### src/rtl/call_return_stack.sv
// call_return_stack: LIFO of return addresses for the RAT CPU.
// CALL pushes PC_COUNT+1, RET pops the top. RET_ADDR, EMPTY and FULL are
// derived combinationally from the registered count and storage.
// OVF and UNF are sticky error flags that CLR_ERR clears.
module call_return_stack #(
  parameter int WIDTH = 10,
  parameter int DEPTH = 8,
  localparam int CW   = $clog2(DEPTH + 1),
  localparam int AW   = $clog2(DEPTH)
) (
  input  logic             CLK,
  input  logic             RST,
  input  logic [WIDTH-1:0] PC_COUNT,
  input  logic             PUSH,
  input  logic             POP,
  input  logic             CLR_ERR,
  output logic [WIDTH-1:0] RET_ADDR,
  output logic [CW-1:0]    CNT,
  output logic             EMPTY,
  output logic             FULL,
  output logic             OVF,
  output logic             UNF
);

  logic [WIDTH-1:0] r_mem [DEPTH];
  logic [CW-1:0]    r_cnt;
  logic             r_ovf, r_unf;

  logic             w_empty, w_full;
  logic [WIDTH-1:0] w_push_val;
  logic [AW-1:0]    w_top_idx, w_wr_idx;
  logic             w_wr_en, w_inc, w_dec, w_ovf_set, w_unf_set;

  assign w_empty    = (r_cnt == '0);
  assign w_full     = (r_cnt == CW'(DEPTH));
  // The sum wraps naturally at WIDTH bits, so 0x3FF+1 stores 0x000.
  assign w_push_val = PC_COUNT + 1'b1;
  assign w_top_idx  = AW'(r_cnt - 1'b1);

  // Decode the strobes into one action per edge. PUSH+POP on a non-empty
  // stack overwrites the top in place; on an empty stack it acts as a push.
  always_comb begin
    w_wr_en   = 1'b0;
    w_wr_idx  = AW'(r_cnt);
    w_inc     = 1'b0;
    w_dec     = 1'b0;
    w_ovf_set = 1'b0;
    w_unf_set = 1'b0;
    if (PUSH && POP) begin
      w_wr_en = 1'b1;
      if (w_empty) begin
        w_inc = 1'b1;
      end else begin
        w_wr_idx = w_top_idx;
      end
    end else if (PUSH) begin
      if (w_full) begin
        w_ovf_set = 1'b1;
      end else begin
        w_wr_en = 1'b1;
        w_inc   = 1'b1;
      end
    end else if (POP) begin
      if (w_empty) w_unf_set = 1'b1;
      else         w_dec     = 1'b1;
    end
  end

  // Storage write; contents are not reset since nothing is visible while empty.
  always_ff @(posedge CLK) begin
    if (w_wr_en) r_mem[w_wr_idx] <= w_push_val;
  end

  // Count and sticky flags; a new error event wins over CLR_ERR.
  always_ff @(posedge CLK or posedge RST) begin
    if (RST) begin
      r_cnt <= '0;
      r_ovf <= 1'b0;
      r_unf <= 1'b0;
    end else begin
      if (w_inc)      r_cnt <= r_cnt + 1'b1;
      else if (w_dec) r_cnt <= r_cnt - 1'b1;
      r_ovf <= w_ovf_set | (r_ovf & ~CLR_ERR);
      r_unf <= w_unf_set | (r_unf & ~CLR_ERR);
    end
  end

  assign RET_ADDR = w_empty ? '0 : r_mem[w_top_idx];
  assign CNT      = r_cnt;
  assign EMPTY    = w_empty;
  assign FULL     = w_full;
  assign OVF      = r_ovf;
  assign UNF      = r_unf;

endmodule
### config.mk
export PLATFORM = sky130hd
export DESIGN_NAME = call_return_stack
export DESIGN_NICKNAME = d
export VERILOG_FILES = /design/src/rtl/call_return_stack.sv
export SDC_FILE = /design/constraint.sdc
export NUM_CORES = 1
export LEC_CHECK = 0
export ABC_AREA = 1
export CORE_ASPECT_RATIO = 0.6
export CORE_UTILIZATION = 55
export CTS_BUF_LIST = sky130_fd_sc_hd__clkbuf_8
export CTS_CLUSTER_DIAMETER = 120
export DETAILED_ROUTE_END_ITERATION = 8
export PLACE_DENSITY = 0.76
export SKIP_CTS_REPAIR_TIMING = 1
export SLEW_MARGIN = 20
export SYNTH_ARGS = -nofsm -noshare
export SYNTH_HDL_FRONTEND = slang
export SYNTH_SLANG_ARGS = --single-unit
### constraint.sdc
create_clock -name CLK -period 2.6 [get_ports CLK]
set_input_delay 0.52 -clock CLK [delete_from_list [all_inputs] [get_ports CLK]]
set_output_delay 0.52 -clock CLK [all_outputs]
set_load 0.05 [all_outputs]
Word-level counts from Yosys, hierarchy flattened
Memories as Yosys holds them, arrays and structs flattened.
Cells that the tools add are included.
{"block": "op_classes", "add_sub_neg": 3, "n_eq_ne": 1, "n_mux": 22, "bitwise": 5, "n_reduce_logical": 3}
{"cell": "$mux W1", "n": 17}
{"cell": "$add A10 B1 Y10 const B", "n": 1}
{"cell": "$mux W10", "n": 1}
{"cell": "$mux W4", "n": 2}
{"cell": "$mux W3", "n": 2}
{"cell": "$add A4 B1 Y4 const B", "n": 1}
{"cell": "$eq A4 B4 Y1 const B", "n": 1}
{"cell": "$logic_not A4 Y1", "n": 1}
{"cell": "$sub A4 B1 Y4 const B", "n": 1}
{"cell": "$and A1 B1 Y1", "n": 2}
{"cell": "$or A1 B1 Y1", "n": 2}
{"cell": "$reduce_bool A2 Y1", "n": 1}
{"cell": "$logic_and A1 B1 Y1", "n": 1}
{"cell": "$not A1 Y1", "n": 1}
{"block": "word_totals", "ff_bits": 6, "mem_bits_rw": 80, "out_inout_bits": 18, "elab_cells": 38, "mem_count": 1}
{"name": "r_mem", "depth": 8, "width": 10, "rd": 1, "rd_ports_with_merged_regs": 0, "wr": 1, "line": "25", "source": "logic [WIDTH-1:0] r_mem [DEPTH];"}

Longest topological paths before layout
{"block": "logic_depth", "word_depth": 7, "ltp_mapped": 11, "mapped_depth_nobuf": 9}

Worst setup path before layout
No wires, ideal clock.
{"block": "synth_timing", "path_kind": "register to output", "startpoint": "register r_cnt[0], in the netlist CNT[0]", "endpoint": "output port RET_ADDR[0]", "t_arrival_ns": 2.637, "path_slack_ns": -0.557, "path_stages_with_launch": 12, "cell_sequence": "dfrtp_1 buf_2 inv_1 buf_2 ha_1 inv_1 buf_2 nor2_1 nand2_1 nand3_1 nand2_1 nor2_1"}
{"block": "synth_between", "elab_chain_cells": 3, "elab_cells_between_ends": 4, "cone_classes": "add/sub (1); mux (1); reduce/logical (1); memory (1)"}
{"element": "start, declared", "line": "26", "source": "logic [CW-1:0] r_cnt;"}
{"element": "start signal, assigned", "line": "81", "source": "if (w_inc) r_cnt <= r_cnt + 1'b1;"}
{"element": "start signal, assigned", "line": "82", "source": "else if (w_dec) r_cnt <= r_cnt - 1'b1;"}
{"element": "$sub A4 B1 Y4"}
{"element": "$mem_v2 Z8 W10"}
{"element": "$mux W10 (*)", "line": "88", "source": "assign RET_ADDR = w_empty ? '0 : r_mem[w_top_idx];"}
{"element": "end, declared", "line": "17", "source": "output logic [WIDTH-1:0] RET_ADDR,"}
Every way passes the cells marked *; elsewhere a longest branch is shown, timed or not.

Worst setup path in the final report
{"block": "layout_timing", "startpoint": "register r_cnt[1], in the netlist CNT[1]", "endpoint": "output port RET_ADDR[0]"}
Same word-level chain as after synthesis.

==> flow_summary.ini <==
[outcome]
status = completed

[detailed_routing]
vias_per_cell = 5.26
drc = 0
wire_per_inst_um = 16.3
wl_um = 9400
num_vias = 3032
ant_nets = 0
first_iter_violations = 416
firstDrtPassIters = 5

[grt]
grt_pass1_vias = 2830
grt_pass1_wl_um = 14600
grt_util_all_layers_pct = 26.7
antenna_found_initial = 0
grt_max_degree = 66
gr-total-overflow = 0

[sta]
worstMarginPinSlew_ns = 0.583
fin_crit_ns = 2.51
slew_headroom_pct = 61.0
finalCritPeriodShare_pct = 96.7
hold_viol = 0
fmax_mhz = 398
finalMaxSlewViolations = 0
finalClockSkew_ns = 0.0135
setup-violations-final = 0
tns_ns = 0
grt_setup_unrepaired = no

[cells_and_area]
seq_area_um2 = 2550
multi_input_area_um2 = 1360
final_cells = 576
syn2layout_area_growth_pct = 24.8
fill_cells = 477
nets = 502
drive_gt1_share_pct = 15.3
fin_area_um2 = 5050
diodes = 0

[setup_path]
required_ns = 2.08
crit_fanout = 23
crit_arrival_ns = 1.99
cp-end-kind = primary output
worst-setup-path-type = reg -> out
start_kind = flop

[cts]
clk_path_buf_depth = 2
cts_root_buf = clkbuf_8
cts_made_buffers = 9
htreeDepth = 3
cts_tree = yes
clock_latency_ns = 0.36
cts_sinks = 86
clkTransAtPathRegs_ns = 0.09

[synthesis]
yosysUniqueCellTypes = 21
synth_edf_count = 80
postSynth.asyncResetShare_pct = 6.98
netlist_area_um2 = 4050
synth_largest_area_cell = edfxtp_1
synth_commonest_cells = 116 x nor2_1, 108 x nand2_1, 80 x edfxtp_1
yosysWarnings = 0
yosysMostFrequentCell = nor2_1
synth_nets = 449
ys_ff_latch = 86
synth.top_cell.area_share_pct = 59.4
seq_area_frac_synth_pct = 63.1
synth_cells = 431
ys_top_cells_by_area = edfxtp_1 59%, nor2_1 11%, nand2_1 10%
synth_flop_cell = edfxtp_1
syn_area_per_cell_um2 = 9.39

[place]
hpwl_um = 6300
dpl_cell_area_um2 = 4760
port_buffers = 32
place_congestion = 0.855
dpl.cell_count = 558

[floorplanning]
die_area_um2 = 7720
rows = 23
dieWidth_um = 113
num_io_pins = 33
core_area_um2 = 6880
die_h_um = 68.5
start_util_pct = 58.9

[job]
drv_cap = 0

[hold_path]
hp-class = in -> async
==> critical path: stages, from the launching register on <==
cell,delay [ns]
dfrtp_1,0.37
inv_2,0.07
ha_4,0.29
buf_8,0.21
nor2_1,0.07
o21ai_0,0.09
nand2_1,0.15
nor2_2,0.18
nor2_4,0.06
buf_12,0.14
==> area by class of cell <==
class | instances | area share [%]
clock buffer | 10 | 2.72
clock inverter | 6 | 1.54
inverter | 39 | 2.95
multi-input combinational | 289 | 26.8
sequential | 86 | 50.5
tap | 87 | 2.15
timing repair buffer | 59 | 13.2
==> sequential cells by signal, indices dropped and copies added, names as in the netlist <==
register  flops
CNT           4
UNF           1
OVF           1
r_mem        80
==> cell usage in the layout (no fill, tap or decap), types with 3 or more instances in the layout <==
| master | count |
|---|---|
| nor2_4 | 10 |
| buf_4 | 25 |
| o21ai_0 | 23 |
| dfrtp_1 | 5 |
| nand2_1 | 108 |
| buf_12 | 12 |
| inv_1 | 37 |
| clkbuf_8 | 10 |
| nand3_1 | 22 |
| inv_2 | 3 |
| edfxtp_1 | 80 |
| clkdlybuf4s50_1 | 19 |
| nor2_1 | 104 |
| xnor2_1 | 3 |
| xor2_1 | 6 |
==> worst paths after layout <==
kind                       slack [ns]           to  cells past startpoint    from
max in group asynchronous        1.97       CNT[0]                      2     RST
min in group CLK                 0.54          OVF                      2     OVF
min reg2reg                      0.54          OVF                      2     OVF
max reg2reg                      0.30  r_mem[1][0]                     10  CNT[1]
min                              0.38       CNT[1]                      2     RST
max                              0.09  RET_ADDR[0]                      9  CNT[1]
==> metrics by stage <==
step                      setup WS (ns)  util, %  hold WS (ns)
final                            0.0851     73.5         0.380
after global placement            0.222     69.2         0.514
after detailed placement          0.153     69.2         0.523
after floorplan                 0.00512        -         0.311
after global routing            0.00292     73.5         0.428
after CTS                        -0.135     72.4         0.382
==> routing by layer <==
layer	wire length [um]	vias to the layer above	track usage [%]
li1	-	1490	-
met1	4110	1376	36.7
met2	4210	153	41.6
met3	976	13	7.53
met4	110	0	8.83
met5	0	-	0
==> logic make-up (layout without fill, tap and decap cells) <==
family                     after synthesis  in the layout  share of synthesized area, %
DFF                                     86             86                          63.1
adders and majority gates                3              3                         0.927
xor gates and xnor gates                10             10                          2.35
buffers and inverters                   56            114                          6.00
and+or+nand+nor                        252            252                          24.6
AOI/OAI and AO/OA                       24             24                          3.03
Power is left out: the tool's default activity adds up to more than one toggle a clock period on the data nets, which glitch-free logic cannot reach.
==> patch 1: new RTL, config.mk and constraints unchanged <==
Set the parameter `WIDTH` to 5 (it was 10).
--- a/src/rtl/call_return_stack.sv
+++ b/src/rtl/call_return_stack.sv
@@ -4,5 +4,5 @@
 // OVF and UNF are sticky error flags that CLR_ERR clears.
 module call_return_stack #(
-  parameter int WIDTH = 10,
+  parameter int WIDTH = 5,
   parameter int DEPTH = 8,
   localparam int CW   = $clog2(DEPTH + 1),
Interface: changed (resized PC_COUNT and RET_ADDR); port bits go from 33 to 23. The function was not compared with the original's and may differ.
==> patch 1 against the original RTL <==
  * The flow now finishes with violations (DRC)
  * Setup slack better by 0.037 ns
  * Maximum frequency is 1.5% higher
  * Hold slack better by 0.074 ns
  * Critical path depth stayed put
  * Die area is 44% lower
  * Cell count is 48% lower
  * Area after synthesis is 45% lower
  * Sequential cell count is 40 lower
  * Cell area is 46% lower
  * Wire length is 51% lower
  * Largest cell class unchanged
Power is not shown: default switching activity piles up to over one toggle a cycle in this logic, so the estimate is an artifact.
==> patch 1: results (changes against the original RTL) <==
| Metric | Value |
|---|---|
| Failing checks | `DRC` |
| Register area share after synthesis | `61.1% (-2.0 points)` |
| Via density | `5.48 (+4.1%)` |
| DRC errors left | `2 (+2)` |
| Gr usage total | `24.1% (-2.6 points)` |
| Final Wtd Congestion | `0.836 (-2.2%)` |
| PortBufs | `22 (-31%)` |
| Via count | `1,633 (-46%)` |
| Vias in the first global route | `1,430 (-49%)` |
| Pin count of the biggest net entering global routing | `26 (-61%)` |
| Worst Skew | `0.00799 ns (-0.00555 ns)` |
| Slowest cell delay on critical path | `0.35 ns (-0.02 ns)` |
| Syn_nets | `235 (-48%)` |
| Later-pin clock latency in the skew report | `0.30 ns (-0.06 ns)` |
| Critical Path Fanout Max | `15 (-35%)` |
| Worst-Margin Slew | `0.608 ns (+0.0255 ns)` |
| Outcome | `finished with violations` |
| Router iterations before antenna repair | `6 (+1)` |
| Nets | `263 (-48%)` |
| Area contributors post-synth | `edfxtp_1, nor2_1, dfrtp_1` |
| H-tree levels | `2 (-1)` |
| Critical path arrival | `1.96 ns (-0.03 ns)` |
| Max FFs per register | `40 (-50%)` |
| Placed cell area | `2610 µm² (-45%)` |
| Yosys cell types | `20 (-4.8%)` |
| WL final | `4.63 mm (-51%)` |
| Num CTS Buffers | `5 (-4)` |
| 1st-iter DRT viols | `84 (-80%)` |
| FILL cells | `270 (-43%)` |
| Synth top cells by count | `nor2_1, edfxtp_1, nand2_1, o21ai_0, nand3_1` |
| First-pass GRT wire length | `7.38 mm (-49%)` |
| Layout cells sized above 1 | `15.9% (+0.60 points)` |
| Hpwl dp | `3.39 mm (-46%)` |
==> patch 1: changes by cell type after synthesis, moves of 5 or more <==
cell      delta
buf_2       -10
edfxtp_1    -40
inv_1       -25
nand2_1     -78
nand3_1      -5
nor2_1      -59
o21ai_0      +7
==> patch 1: layer usage <==
| layer | up-vias | track usage (%) | wire [µm] |
|---|---|---|---|
| li1 | 798 | - | - |
| met1 | 750 | 38.8 | 2250 |
| met2 | 80 | 31.8 | 1860 |
| met3 | 5 | 5.33 | 489 |
| met4 | 0 | 7.76 | 30 |
| met5 | - | 0 | 0 |
==> patch 1: cell type report <==
cell class                 instances  share of cell area, %
clock buffer                       5                   2.52
clock inverter                     3                   1.47
inverter                          15                   2.06
multi-input combinational        153                   29.2
sequential                        46                   49.6
tap                               47                   2.16
timing repair buffer              29                   13.0
==> patch 1: cells by family after synthesis <==
logic type,after synthesis,synth area share (%)
AND/OR/NAND/NOR,109,20.7
flip-flops,46,61.1
AO/OA/AOI/OAI,34,8.20
buffers and inverters,23,5.26
XOR/XNOR,7,3.11
adder cells (fa/ha/maj),3,1.70
==> patch 1: path summary, 6_finish.rpt <==
path / endpoint / startpoint / cells past startpoint / slack [ns]
max: RET_ADDR[1] / CNT[1]$_DFFE_PP0P_ / 9 / 0.12
min: CNT[3]$_DFFE_PP0P_ / RST / 2 / 0.45
max reg2reg: r_mem[7][3]$_DFFE_PP_ / CNT[0]$_DFFE_PP0P_ / 7 / 0.57
min reg2reg: UNF$_DFF_PP0_ / UNF$_DFF_PP0_ / 2 / 0.54
max in group asynchronous: CNT[0]$_DFFE_PP0P_ / RST / 2 / 1.91
min in group CLK: UNF$_DFF_PP0_ / UNF$_DFF_PP0_ / 2 / 0.54
==> patch 1: through the flow <==
stage | hold WS (ns) | setup slack, ns
6_report | 0.454 | 0.122
3_3_place_gp | 0.525 | 0.241
3_5_place_dp | 0.535 | 0.139
4_1_cts | 0.455 | 0.0500
2_1_floorplan | 0.311 | 0.107
5_1_grt | 0.498 | 0.00526
==> patch 1: worst max-delay path, delay by kind of cell (launching register included) <==
kind / cells / cell delay (ns)
buffers and inverters: 3 / 0.36
adders and majority gates: 1 / 0.31
AOI/OAI and AO/OA: 2 / 0.31
and+or+nand+nor: 3 / 0.32
DFF: 1 / 0.35
==> patch 2: new RTL, same settings <==
Made on the original files. Register the output `OVF` once more, cleared by the reset; this adds one clock of latency there. The other outputs are not delayed to match.
--- a/src/rtl/call_return_stack.sv
+++ b/src/rtl/call_return_stack.sv
@@ -90,5 +90,11 @@
   assign EMPTY    = w_empty;
   assign FULL     = w_full;
-  assign OVF      = r_ovf;
+  always_ff @(posedge CLK or posedge RST) begin
+    if (RST) begin
+      OVF <= '0;
+    end else begin
+      OVF <= r_ovf;
+    end
+  end
   assign UNF      = r_unf;
 
Check against the original RTL: not equivalent (a bounded check fails within 10 cycles, from zero or initial values and one cycle with RST high).
==> patch 2 against the original RTL <==
  * Sequential cell count grew 1
  * Sequential share of layout area grew 0.23 points
  * Wire length grew 0.93%
  * Setup slack lost 0.0039 ns
  * Maximum frequency shrank 0.15%
  * Non-clock buffer count grew 3
  * Area after synthesis grew 0.62%
  * Cell area grew 0.52%
  * Core utilization grew 0.074 points
  * Hold slack gained 0.0034 ns
  * Critical path depth shrank 7
  * Critical path type unchanged
Power is not shown: default switching activity piles up to over one toggle a cycle in this logic, so the estimate is an artifact.
==> patch 2: results (changes against the original RTL) <==
| Metric | Value |
|---|---|
| Outcome | `completed` |
| Dpl ws | `0.0569 ns (-0.0966 ns)` |
| Hpwl dp | `6.07 mm (-3.6%)` |
| Final-layout non-clock buffer area share | `13.6% (+0.37 points)` |
| Area contributors post-synth | `edfxtp_1, nor2_1, nand2_1` |
| Later-pin clock latency in the skew report | `0.36 ns (about the same)` |
| Layout cells sized above 1 | `16.0% (+0.65 points)` |
| Via density | `5.32 (+1.1%)` |
| Seq. cell area | `2580 µm² (+0.98%)` |
| Syn_nets | `450 (+0.22%)` |
| Met2 WL post-DR | `3.97 mm (-5.5%)` |
| Dpl cells | `560 (+0.36%)` |
| Fin cells | `581 (+0.87%)` |
| Nets | `507 (+1.0%)` |
| Comb_multi_in | `290 (+0.35%)` |
| Clock sinks | `87 (+1.2%)` |
| Worst-Margin Slew | `0.502 ns (-0.0805 ns)` |
| WL final | `9.48 mm (+0.93%)` |
| Fraction of registers with async set/reset | `8.05% (+1.1 points)` |
| Critical Path Fanout Max | `6 (-74%)` |
| FILL cells | `485 (+1.7%)` |
| Detail Route met3 WL | `898 µm (-8.0%)` |
| Clk tree area frac | `3.08% (-1.2 points)` |
| Fin. Hold Viols | `0 (unchanged)` |
| Inverters | `39 (unchanged)` |
| Worst path top cell family by delay | `buffers and inverters` |
| Buffers, non-clock | `62 (+5.1%)` |
| Final Wtd Congestion | `0.824 (-3.7%)` |
| Crit path max-delay cell type | `clkdlybuf4s50_1` |
| Gate Count Post-Synth | `432 (+0.23%)` |
| Slowest cell delay on critical path | `0.80 ns (+0.43 ns)` |
| Register area share after synthesis | `63.3% (+0.23 points)` |
| Placed cell area | `4770 µm² (+0.16%)` |
| 1st-iter DRT viols | `309 (-26%)` |
| Worst Skew | `0.00683 ns (-0.00671 ns)` |
| Gr usage total | `25.8% (-0.93 points)` |
| First-pass GRT wire length | `14.2 mm (-2.6%)` |
| Core Region | `6910 µm² (+0.42%)` |
| Fraction of area in multi-input gates | `27.4% (+0.60 points)` |
| HP Class | `flip-flop to flip-flop` |
| Footprint of the multi-input gates | `1390 µm² (+2.8%)` |
| DRT met1 WL | `4.46 mm (+8.6%)` |
| Vias in the first global route | `2,727 (-3.6%)` |
| Yosys cell types | `21 (unchanged)` |
==> patch 2: final timing paths <==
kind	cells past startpoint	end	from	slack, ns
hold reg to reg	0	OVF$_DFF_PP0_	r_ovf$_DFF_PP0_	0.38
hold / removal	0	OVF$_DFF_PP0_	r_ovf$_DFF_PP0_	0.38
setup reg to reg	9	r_mem[2][7]$_DFFE_PP_	CNT[2]$_DFFE_PP0P_	0.33
max in group asynchronous	2	CNT[0]$_DFFE_PP0P_	RST	1.97
setup / recovery	2	CNT[2]	CNT[2]$_DFFE_PP0P_	0.08
min in group asynchronous	2	r_ovf$_DFF_PP0_	RST	0.40
==> patch 2: cells by family after synthesis <==
logic type	after synthesis	synth area share (%)
compound gates	24	3.01
buf+inv	56	5.96
xor+xnor	10	2.34
simple gates	252	24.5
fa+ha+maj	3	0.922
flops	87	63.3
==> patch 2: per-layer routing <==
layer	GRT usage, %	vias up
li1	-	1505
met1	37.7	1426
met2	37.8	147
met3	7.69	15
met4	6.74	0
met5	0	-
